$ cat src/rtl/mbist_serial_ctrl_if.sv
// mbist_serial_ctrl_if: serial access port and BIST engine signals of mbist_serial_ctrl
interface mbist_serial_ctrl_if #(
  parameter int NUM_CH = 4,
  parameter int ALGO_W = 2
);
  logic SEN;
  logic SDI;
  logic SDO;
  logic [NUM_CH-1:0] men;
  logic [NUM_CH-1:0] bist_go;
  logic [NUM_CH-1:0] bist_done;
  logic [ALGO_W-1:0] algo_sel;
  modport master(output SEN, SDI, bist_go, bist_done, input SDO, men, algo_sel);
  modport slave(input SEN, SDI, bist_go, bist_done, output SDO, men, algo_sel);
endinterface

$ cat src/rtl/mbist_serial_ctrl.sv
// mbist_serial_ctrl: SEN/SDI instruction-then-data serial controller driving NUM_CH BIST engines
module mbist_serial_ctrl #(
  parameter int NUM_CH = 4,
  parameter int ALGO_W = 2,
  parameter int IR_WIDTH = 2
) (
  input logic SCK,
  input logic SRST,
  mbist_serial_ctrl_if.slave sif
);
  localparam int CMD_W = NUM_CH + ALGO_W;
  localparam int RES_W = 2 * NUM_CH;
  localparam int STAT_W = NUM_CH + 1;
  localparam int DR_MAX = CMD_W > RES_W ? (CMD_W > STAT_W ? CMD_W : STAT_W)
                                        : (RES_W > STAT_W ? RES_W : STAT_W);
  localparam int CNT_MAX = (IR_WIDTH > DR_MAX ? IR_WIDTH : DR_MAX) + 1;
  localparam int CNT_W = $clog2(CNT_MAX + 1);
  localparam logic [1:0] IDLE_IR = 2'd0, SHIFT_IR = 2'd1, IDLE_DR = 2'd2, SHIFT_DR = 2'd3;
  logic [1:0] state;
  logic [IR_WIDTH-1:0] ir, ir_sr;
  logic [DR_MAX-1:0] dr_sr, dr_shift, capture, lo_mask;
  logic [CNT_W-1:0] bit_cnt, len;
  logic [NUM_CH-1:0] fail_sticky, fail_set, fail_clr;
  logic frame_err, is_cmd, is_res, is_stat, ir_bad, dr_upd, dr_bad;
  assign is_cmd = ir == IR_WIDTH'(1);
  assign is_res = ir == IR_WIDTH'(2);
  assign is_stat = ir == IR_WIDTH'(3);
  assign len = is_cmd ? CNT_W'(CMD_W) : is_res ? CNT_W'(RES_W) : is_stat ? CNT_W'(STAT_W) : CNT_W'(1);
  assign ir_bad = state == SHIFT_IR && !sif.SEN && bit_cnt != CNT_W'(IR_WIDTH);
  assign dr_upd = state == SHIFT_DR && !sif.SEN && bit_cnt == len;
  assign dr_bad = state == SHIFT_DR && !sif.SEN && bit_cnt != len;
  assign fail_set = sif.men & sif.bist_done & ~sif.bist_go;
  assign fail_clr = dr_upd && is_cmd ? dr_sr[NUM_CH-1:0] & ~sif.men : '0;
  assign sif.SDO = state[1] & dr_sr[0];
  // SDI lands at bit len-1; bits at or above len are dropped
  assign lo_mask = (DR_MAX'(1) << (len - CNT_W'(1))) - DR_MAX'(1);
  assign dr_shift = ((dr_sr >> 1) & lo_mask) | (DR_MAX'(sif.SDI) << (len - CNT_W'(1)));
  always_comb begin
    capture = '0;
    for (int k = 0; k < NUM_CH; k++) begin
      capture[2*k] = is_res & sif.bist_done[k];
      capture[2*k+1] = is_res & sif.bist_go[k];
    end
    if (is_cmd) capture[CMD_W-1:0] = {sif.algo_sel, sif.men};
    if (is_stat) capture[STAT_W-1:0] = {frame_err, fail_sticky};
  end
  always_ff @(posedge SCK) begin
    if (SRST) begin
      state <= IDLE_IR;
      ir <= '0;
      ir_sr <= '0;
      dr_sr <= '0;
      bit_cnt <= '0;
      sif.men <= '0;
      sif.algo_sel <= '0;
      fail_sticky <= '0;
      frame_err <= 1'b0;
    end else begin
      fail_sticky <= (fail_sticky & ~fail_clr) | fail_set;
      frame_err <= ir_bad | dr_bad | (frame_err & ~(dr_upd & is_stat));
      bit_cnt <= !sif.SEN ? bit_cnt : !state[0] ? CNT_W'(1)
               : bit_cnt == CNT_W'(CNT_MAX) ? bit_cnt : bit_cnt + CNT_W'(1);
      if (sif.SEN) begin
        state <= state | 2'd1;
        if (state[1]) dr_sr <= dr_shift;
        else ir_sr <= {sif.SDI, ir_sr[IR_WIDTH-1:1]};
      end else begin
        if (state == SHIFT_IR) begin
          state <= IDLE_DR;
          ir <= ir_bad ? '0 : ir_sr;
        end
        if (state == SHIFT_DR) state <= IDLE_IR;
        if (state == IDLE_DR) dr_sr <= capture;
        if (dr_upd && is_cmd) begin
          sif.men <= dr_sr[NUM_CH-1:0];
          sif.algo_sel <= dr_sr[CMD_W-1:NUM_CH];
        end
      end
    end
  end
endmodule

$ cat src/flat_wrapper.sv
// flat-port wrapper written by rule: the top's interface ports become plain ports
module mbist_serial_ctrl_flat 
#(
  parameter int NUM_CH = 4,
  parameter int ALGO_W = 2,
  parameter int IR_WIDTH = 2
)
  (SCK, SRST, sif_SEN, sif_SDI, sif_bist_go, sif_bist_done, sif_SDO, sif_men, sif_algo_sel);
  mbist_serial_ctrl_if #(.NUM_CH(NUM_CH), .ALGO_W(ALGO_W)) sif_i ();
  input logic SCK;
  input logic SRST;
  input wire logic [$bits(sif_i.SEN)-1:0] sif_SEN;
  input wire logic [$bits(sif_i.SDI)-1:0] sif_SDI;
  input wire logic [$bits(sif_i.bist_go)-1:0] sif_bist_go;
  input wire logic [$bits(sif_i.bist_done)-1:0] sif_bist_done;
  output wire logic [$bits(sif_i.SDO)-1:0] sif_SDO;
  output wire logic [$bits(sif_i.men)-1:0] sif_men;
  output wire logic [$bits(sif_i.algo_sel)-1:0] sif_algo_sel;
  assign sif_i.SEN = sif_SEN;
  assign sif_i.SDI = sif_SDI;
  assign sif_i.bist_go = sif_bist_go;
  assign sif_i.bist_done = sif_bist_done;
  assign sif_SDO = sif_i.SDO;
  assign sif_men = sif_i.men;
  assign sif_algo_sel = sif_i.algo_sel;
  mbist_serial_ctrl #(.NUM_CH(NUM_CH), .ALGO_W(ALGO_W), .IR_WIDTH(IR_WIDTH)) u_core (.SCK(SCK), .SRST(SRST), .sif(sif_i));
endmodule
$ cat config.mk
export PLATFORM = sky130hd
export DESIGN_NAME = mbist_serial_ctrl_flat
export DESIGN_NICKNAME = d
export VERILOG_FILES = /design/src/rtl/mbist_serial_ctrl_if.sv /design/src/rtl/mbist_serial_ctrl.sv /design/src/flat_wrapper.sv
export SDC_FILE = /design/constraint.sdc
export NUM_CORES = 1
export LEC_CHECK = 0
export CAP_MARGIN = 5
export CORE_ASPECT_RATIO = 2
export CORE_MARGIN = 3
export CORE_UTILIZATION = 56
export DETAILED_ROUTE_END_ITERATION = 16
export HOLD_SLACK_MARGIN = 0.1
export PLACE_DENSITY = 0.86
export SYNTH_ARGS = -nofsm -noshare
export SYNTH_HDL_FRONTEND = slang
export SYNTH_SLANG_ARGS = --single-unit
$ cat constraint.sdc
create_clock -name SCK -period 2 [get_ports SCK]
set_input_delay 0.3 -clock SCK [delete_from_list [all_inputs] [get_ports SCK]]
set_output_delay 0.3 -clock SCK [all_outputs]
set_load 0.01 [all_outputs]
Word level (Yosys, flattened, before mapping)
Index checks and enable logic that the tools add are counted.
{"block": "word_totals", "output_inout_bits": 7, "reg_bits": 29}
{"block": "op_classes", "n_eq_ne": 12, "n_bitwise": 26, "n_shift": 2, "n_reduce_logical": 16, "mux": 15, "add_sub_neg": 3}
{"operator": "two-way mux 8 bit", "n": 3}
{"operator": "two-way mux 4 bit", "n": 5}
{"operator": "bitwise AND 4 bit", "n": 4}
{"operator": "NOT 4 bit", "n": 3}
{"operator": "AND reduction 2 bit", "n": 6}
{"operator": "bitwise AND 1 bit", "n": 11}
{"operator": "bitwise AND 7 x 8 -> 8 bit", "n": 1}
{"operator": "== test 2 bit, second input constant", "n": 4}
{"operator": "bitwise OR 8 bit", "n": 1}
{"operator": "<< shifter 1 x 4 -> 8 bit", "n": 1}
{"operator": "<< shifter 1 x 4 -> 8 bit, first input constant", "n": 1}
{"operator": "subtractor 8 x 2 -> 8 bit, second input constant", "n": 1}
{"operator": "logical AND 1 bit", "n": 6}
{"operator": "two-way mux 2 bit", "n": 3}
{"operator": "two-way mux 6 bit", "n": 1}
{"operator": "two-way mux 5 bit", "n": 1}
{"operator": "adder 4 x 1 -> 4 bit, second input constant", "n": 1}
{"operator": "== test 2 x 1 -> 1 bit, second input constant", "n": 2}
{"operator": "== test 4 bit", "n": 1}
{"operator": "== test 4 bit, second input constant", "n": 1}
{"operator": "!= test 4 x 2 -> 1 bit, second input constant", "n": 1}
{"operator": "!= test 4 bit", "n": 1}
{"operator": "bitwise OR 4 bit", "n": 1}
{"operator": "nonzero test 2 bit", "n": 2}
{"operator": "9 further kinds", "n": 12}

Longest topological paths before layout
{"block": "logic_depth", "ltp_word": 11, "ltp_mapped": 8, "ltp_nobuf": 6}

Worst setup path after synthesis
No wires, ideal clock.
{"block": "synth_path", "path_type": "reg-to-reg", "startpoint": "register u_core.ir[0]", "endpoint": "register u_core.sif.algo_sel[0]", "setup_slack_ns": 0.227, "path_stages_with_launch": 8, "arrival_ns": 1.702, "required_ns": 1.928, "period_less_slack_ns": 1.773, "path_cell_list": "dfxtp_1 -> inv_1 -> ha_1 -> clkbuf_2 -> xor2_1 -> o211ai_4 -> nor2_4 -> mux2i_1"}
{"block": "synth_between", "elab_chain_len": 8, "word_cells_on_any_way": 10, "cone_classes": "eq/ne (4); mux (3); reduce/logical (3)"}
{"element": "from (decl)", "line_no": "mbist_serial_ctrl.sv:20", "rtl": "logic [IR_WIDTH-1:0] ir, ir_sr;"}
{"element": "from (signal assigned)", "line_no": "mbist_serial_ctrl.sv:70", "rtl": "ir <= ir_bad ? '0 : ir_sr;"}
{"element": "== test 2 bit", "line_no": "mbist_serial_ctrl.sv:27", "rtl": "assign is_stat = ir == IR_WIDTH'(3);"}
{"element": "two-way mux 3 bit", "line_no": "mbist_serial_ctrl.sv:28", "rtl": "assign len = is_cmd ? CNT_W'(CMD_W) : is_res ? CNT_W'(RES_W) : is_stat ? CNT_W'(STAT_W) : CNT_W'(1);"}
{"element": "two-way mux 4 bit (2 in a row)", "line_no": "mbist_serial_ctrl.sv:28"}
{"element": "== test 4 bit", "line_no": "mbist_serial_ctrl.sv:30", "rtl": "assign dr_upd = state == SHIFT_DR && !sif.SEN && bit_cnt == len;"}
{"element": "logical AND 1 bit", "line_no": "mbist_serial_ctrl.sv:30"}
{"element": "logical AND 1 bit (*)", "line_no": "mbist_serial_ctrl.sv:74", "rtl": "if (dr_upd && is_cmd) begin"}
{"element": "AND reduction 2 bit (no line) (*)"}
{"element": "to (signal assigned)", "line_no": "mbist_serial_ctrl.sv:76", "rtl": "sif.algo_sel <= dr_sr[CMD_W-1:NUM_CH];"}
{"element": "to (decl)", "line_no": "mbist_serial_ctrl_if.sv:14", "rtl": "modport slave(input SEN, SDI, bist_go, bist_done, output SDO, men, algo_sel);"}
Every way passes the cells marked *; elsewhere a longest branch is shown, timed or not.
A chain may end at the register's enable or synchronous reset.

Worst setup path in the final report
{"block": "layout_path", "startpoint": "register u_core.ir[1]", "endpoint": "register u_core.sif.algo_sel[1]"}
Same word-level chain as after synthesis.

==> flow_metrics.py <==
metrics = {
    "route": {
        "drtPass1Iterations": 4,
        "highest_layer": "met4",
        "detail_route.wl_per_cell_um": 15.4,
        "wirelength_met1_mm": 1.63,
        "drtIter0Drc": 78,
        "wl_met3_um": 174,
        "drc_errors": 0,
        "vias": 1650,
        "vias_per_cell": 6.02,
        "dr_wl_met2_mm": 2.27,
        "ant_nets": 0,
        "wl_mm": 4.21,
    },
    "setup_path": {
        "cp-end-kind": "flop",
        "arrival_ns": 2.05,
        "ff2ff_setup_slack_ns": 0.16,
        "reg2reg_depth": 6,
        "rr_startpoint": "u_core.ir[1]",
        "crit-reg2reg-capture": "u_core.sif.algo_sel[1]",
        "critPathKind": "flop to flop",
        "critical_path_required_ns": 2.22,
        "start_kind": "flop",
        "crit_fanout": 10,
    },
    "synthesis": {
        "syn_avg_cell_area_sq_um": 8.10,
        "syn-num-nets": 243,
        "synth_area_leaders": "dfxtp_1 (32%), a21oi_1 (7.2%), ha_1 (6.3%)",
        "synth.most_common_cell": "dfxtp_1",
        "synth_top_area_share_pct": 32.3,
        "yosys_warnings": 0,
        "synth_top_cell_by_area": "dfxtp_1",
        "synth_flop_cell": "dfxtp_1",
        "yosys.cell_types.count": 46,
        "synth_seq_cells": 29,
        "netlist_area_sq_um": 1800,
        "synth_edf_count": 0,
        "syn_inst": 222,
        "ys_seq_area_share_pct": 32.3,
        "async_flop_share_pct": 0,
        "ys_top_cells_by_count": "dfxtp_1 (29), a21oi_1 (26), nand2_1 (21)",
    },
    "cells_and_area": {
        "drive_gt1_share_pct": 11.9,
        "fin_util_pct": 70.3,
        "final_nets": 264,
        "fill_cells": 232,
        "diodes": 0,
        "seq_area_sq_um": 581,
        "area_growth_pct": 17.8,
        "multiInputGateArea_sq_um": 1110,
    },
    "floorplanning": {
        "die-area_sq_um": 3970,
        "die_w_um": 46.1,
        "coreArea_sq_um": 3010,
        "fp.dieH_um": 86.2,
        "row_count": 28,
        "ioPinCount": 19,
        "start_util_pct": 59.7,
    },
    "pwr": {
        "power.density_nw_per_um2": 565,
        "p_leak_nw": 0.750,
        "ir_worst_vdd_v": 0.000497,
    },
    "status": {
        "outcome": "complete, no violations",
    },
    "cts": {
        "cts_tree": "built",
        "cts_sinks": 29,
        "root_buffer": "clkbuf_8",
        "hold_buffers": 0,
        "path_clk_slew_ns": 0.06,
        "cts-htree-levels": 2,
        "clk_latency_ns": 0.28,
        "numCtsBuffers": 5,
        "cts_buffer_depth": 2,
    },
    "hold_path": {
        "holdPathStages": 2,
        "min_to": "u_core.dr_sr[7]",
        "min-delay-start": "u_core.dr_sr[7]",
        "hold_path_class": "flop to flop",
    },
    "job": {
        "max_cap_viol_count": 0,
    },
    "timing": {
        "setup-tns-final_ns": 0,
        "fmax_ghz": 0.544,
        "rsz0062_at_grt": "false",
        "final_max_slew_viol_count": 0,
        "finalSetupViolations": 0,
        "tightest_slew_ns": 0.535,
        "fin_crit_sh_pct": 91.9,
        "period_needed_ns": 1.84,
        "maxSlewHeadroom_pct": 64.2,
        "hold_violations": 0,
        "fin_skew_ns": 0.00812,
    },
    "global_route": {
        "overflow": 0,
        "antenna_found_initial": 0,
        "grt_max_degree": 16,
        "grt_pass1_vias": 1609,
        "grt_pass1_wl_mm": 7.04,
        "grt_usage_pct": 23.9,
    },
    "placed_design": {
        "place.gp.congestion": 0.823,
        "dp_hpwl_mm": 3.15,
        "portBuffers": 18,
    },
}
[worst max-delay path, cell delays in order, from the launching register on]
cell and delay, ns:
dfxtp_1 0.40, inv_1 0.11, ha_2 0.42, xor2_2 0.20, o211ai_4 0.16, nor2_4 0.27
mux2i_1 0.22
[sequential cells by signal, summed over array words and instances, names as in the netlist]
register and flops:
u_core.dr_sr 8, u_core.bit_cnt 4, u_core.fail_sticky 4, u_core.sif.men 4, u_core.ir 2, u_core.ir_sr 2
u_core.sif.algo_sel 2, u_core.state 2, u_core.frame_err 1
[kinds of logic after synthesis]
family	after synthesis	share of synthesized area, %
xor+xnor	4	1.95
compound gates	64	24.7
buf+inv	29	6.75
mux	4	2.23
flops	29	32.3
fa+ha+maj	9	6.26
simple gates	83	25.9
[placed cells by master, fill, tap and decap left out, types with 4 or more instances in the layout]
master | Yosys | final
dfxtp_1 | 29 | 29
o21ai_0 | 14 | 14
a21oi_1 | 26 | 26
nand4_1 | 4 | 4
buf_4 | 0 | 10
nor2b_1 | 7 | 7
nand2b_1 | 8 | 8
clkdlybuf4s50_1 | 0 | 18
inv_1 | 15 | 15
ha_1 | 9 | 8
clkbuf_8 | 0 | 5
mux2i_1 | 4 | 4
nor2_1 | 16 | 16
nand2_1 | 21 | 21
[where the power goes]
group | total (W) | leakage (nW) | switching (W) | internal [W]
clock | 0.000467 | 0.0450 | 0.000226 | 0.000240
combinational | 0.000124 | 0.470 | 0.0000652 | 0.0000591
sequential | 0.000606 | 0.235 | 0.0000157 | 0.000591
[final cells by class]
type / instances / area share (%)
Clock inverter: 2 / 0.472
Timing Repair Buffer: 28 / 12.0
Clock buffer: 6 / 3.42
Inverter: 15 / 2.66
Tap cell: 30 / 1.77
Multi-Input combinational cell: 164 / 52.2
Sequential cell: 29 / 27.4
[worst max path at each step]
stage                      start                      to  slack (ns)
floorplan           u_core.ir[0]  u_core.sif.algo_sel[0]        0.23
global placement    u_core.ir[0]  u_core.sif.algo_sel[1]        0.12
detailed placement  u_core.ir[0]  u_core.sif.algo_sel[1]        0.05
CTS                 u_core.ir[0]  u_core.sif.algo_sel[1]        0.04
global route        u_core.ir[0]  u_core.sif.algo_sel[1]        0.04
finish              u_core.ir[1]  u_core.sif.algo_sel[1]        0.16
[metrics by stage]
step	area [sq um]	total power [W]	hold WS, ns	instances	setup WS, ns
floorplan	1800	0.000690	0.447	222	0.227
global placement	2030	0.000739	0.467	266	0.124
detailed placement	2030	0.000741	0.479	266	0.0527
CTS	2110	0.00121	0.497	274	0.0360
global route	2120	0.00126	0.524	274	0.0357
finish	2120	0.00120	0.490	274	0.163
[repair_timing]
action	4_1_cts	5_1_grt
setup buffers	0	0
resized for setup	0	2
endpoints found under the setup margin	0	7
[routing by layer]
layer	GRT usage [%]	up-vias
met5	0	-
met4	11.7	0
met3	5.25	12
met2	42.7	56
met1	24.2	761
li1	-	821
Note: power is estimated with default switching activity, not from simulation.
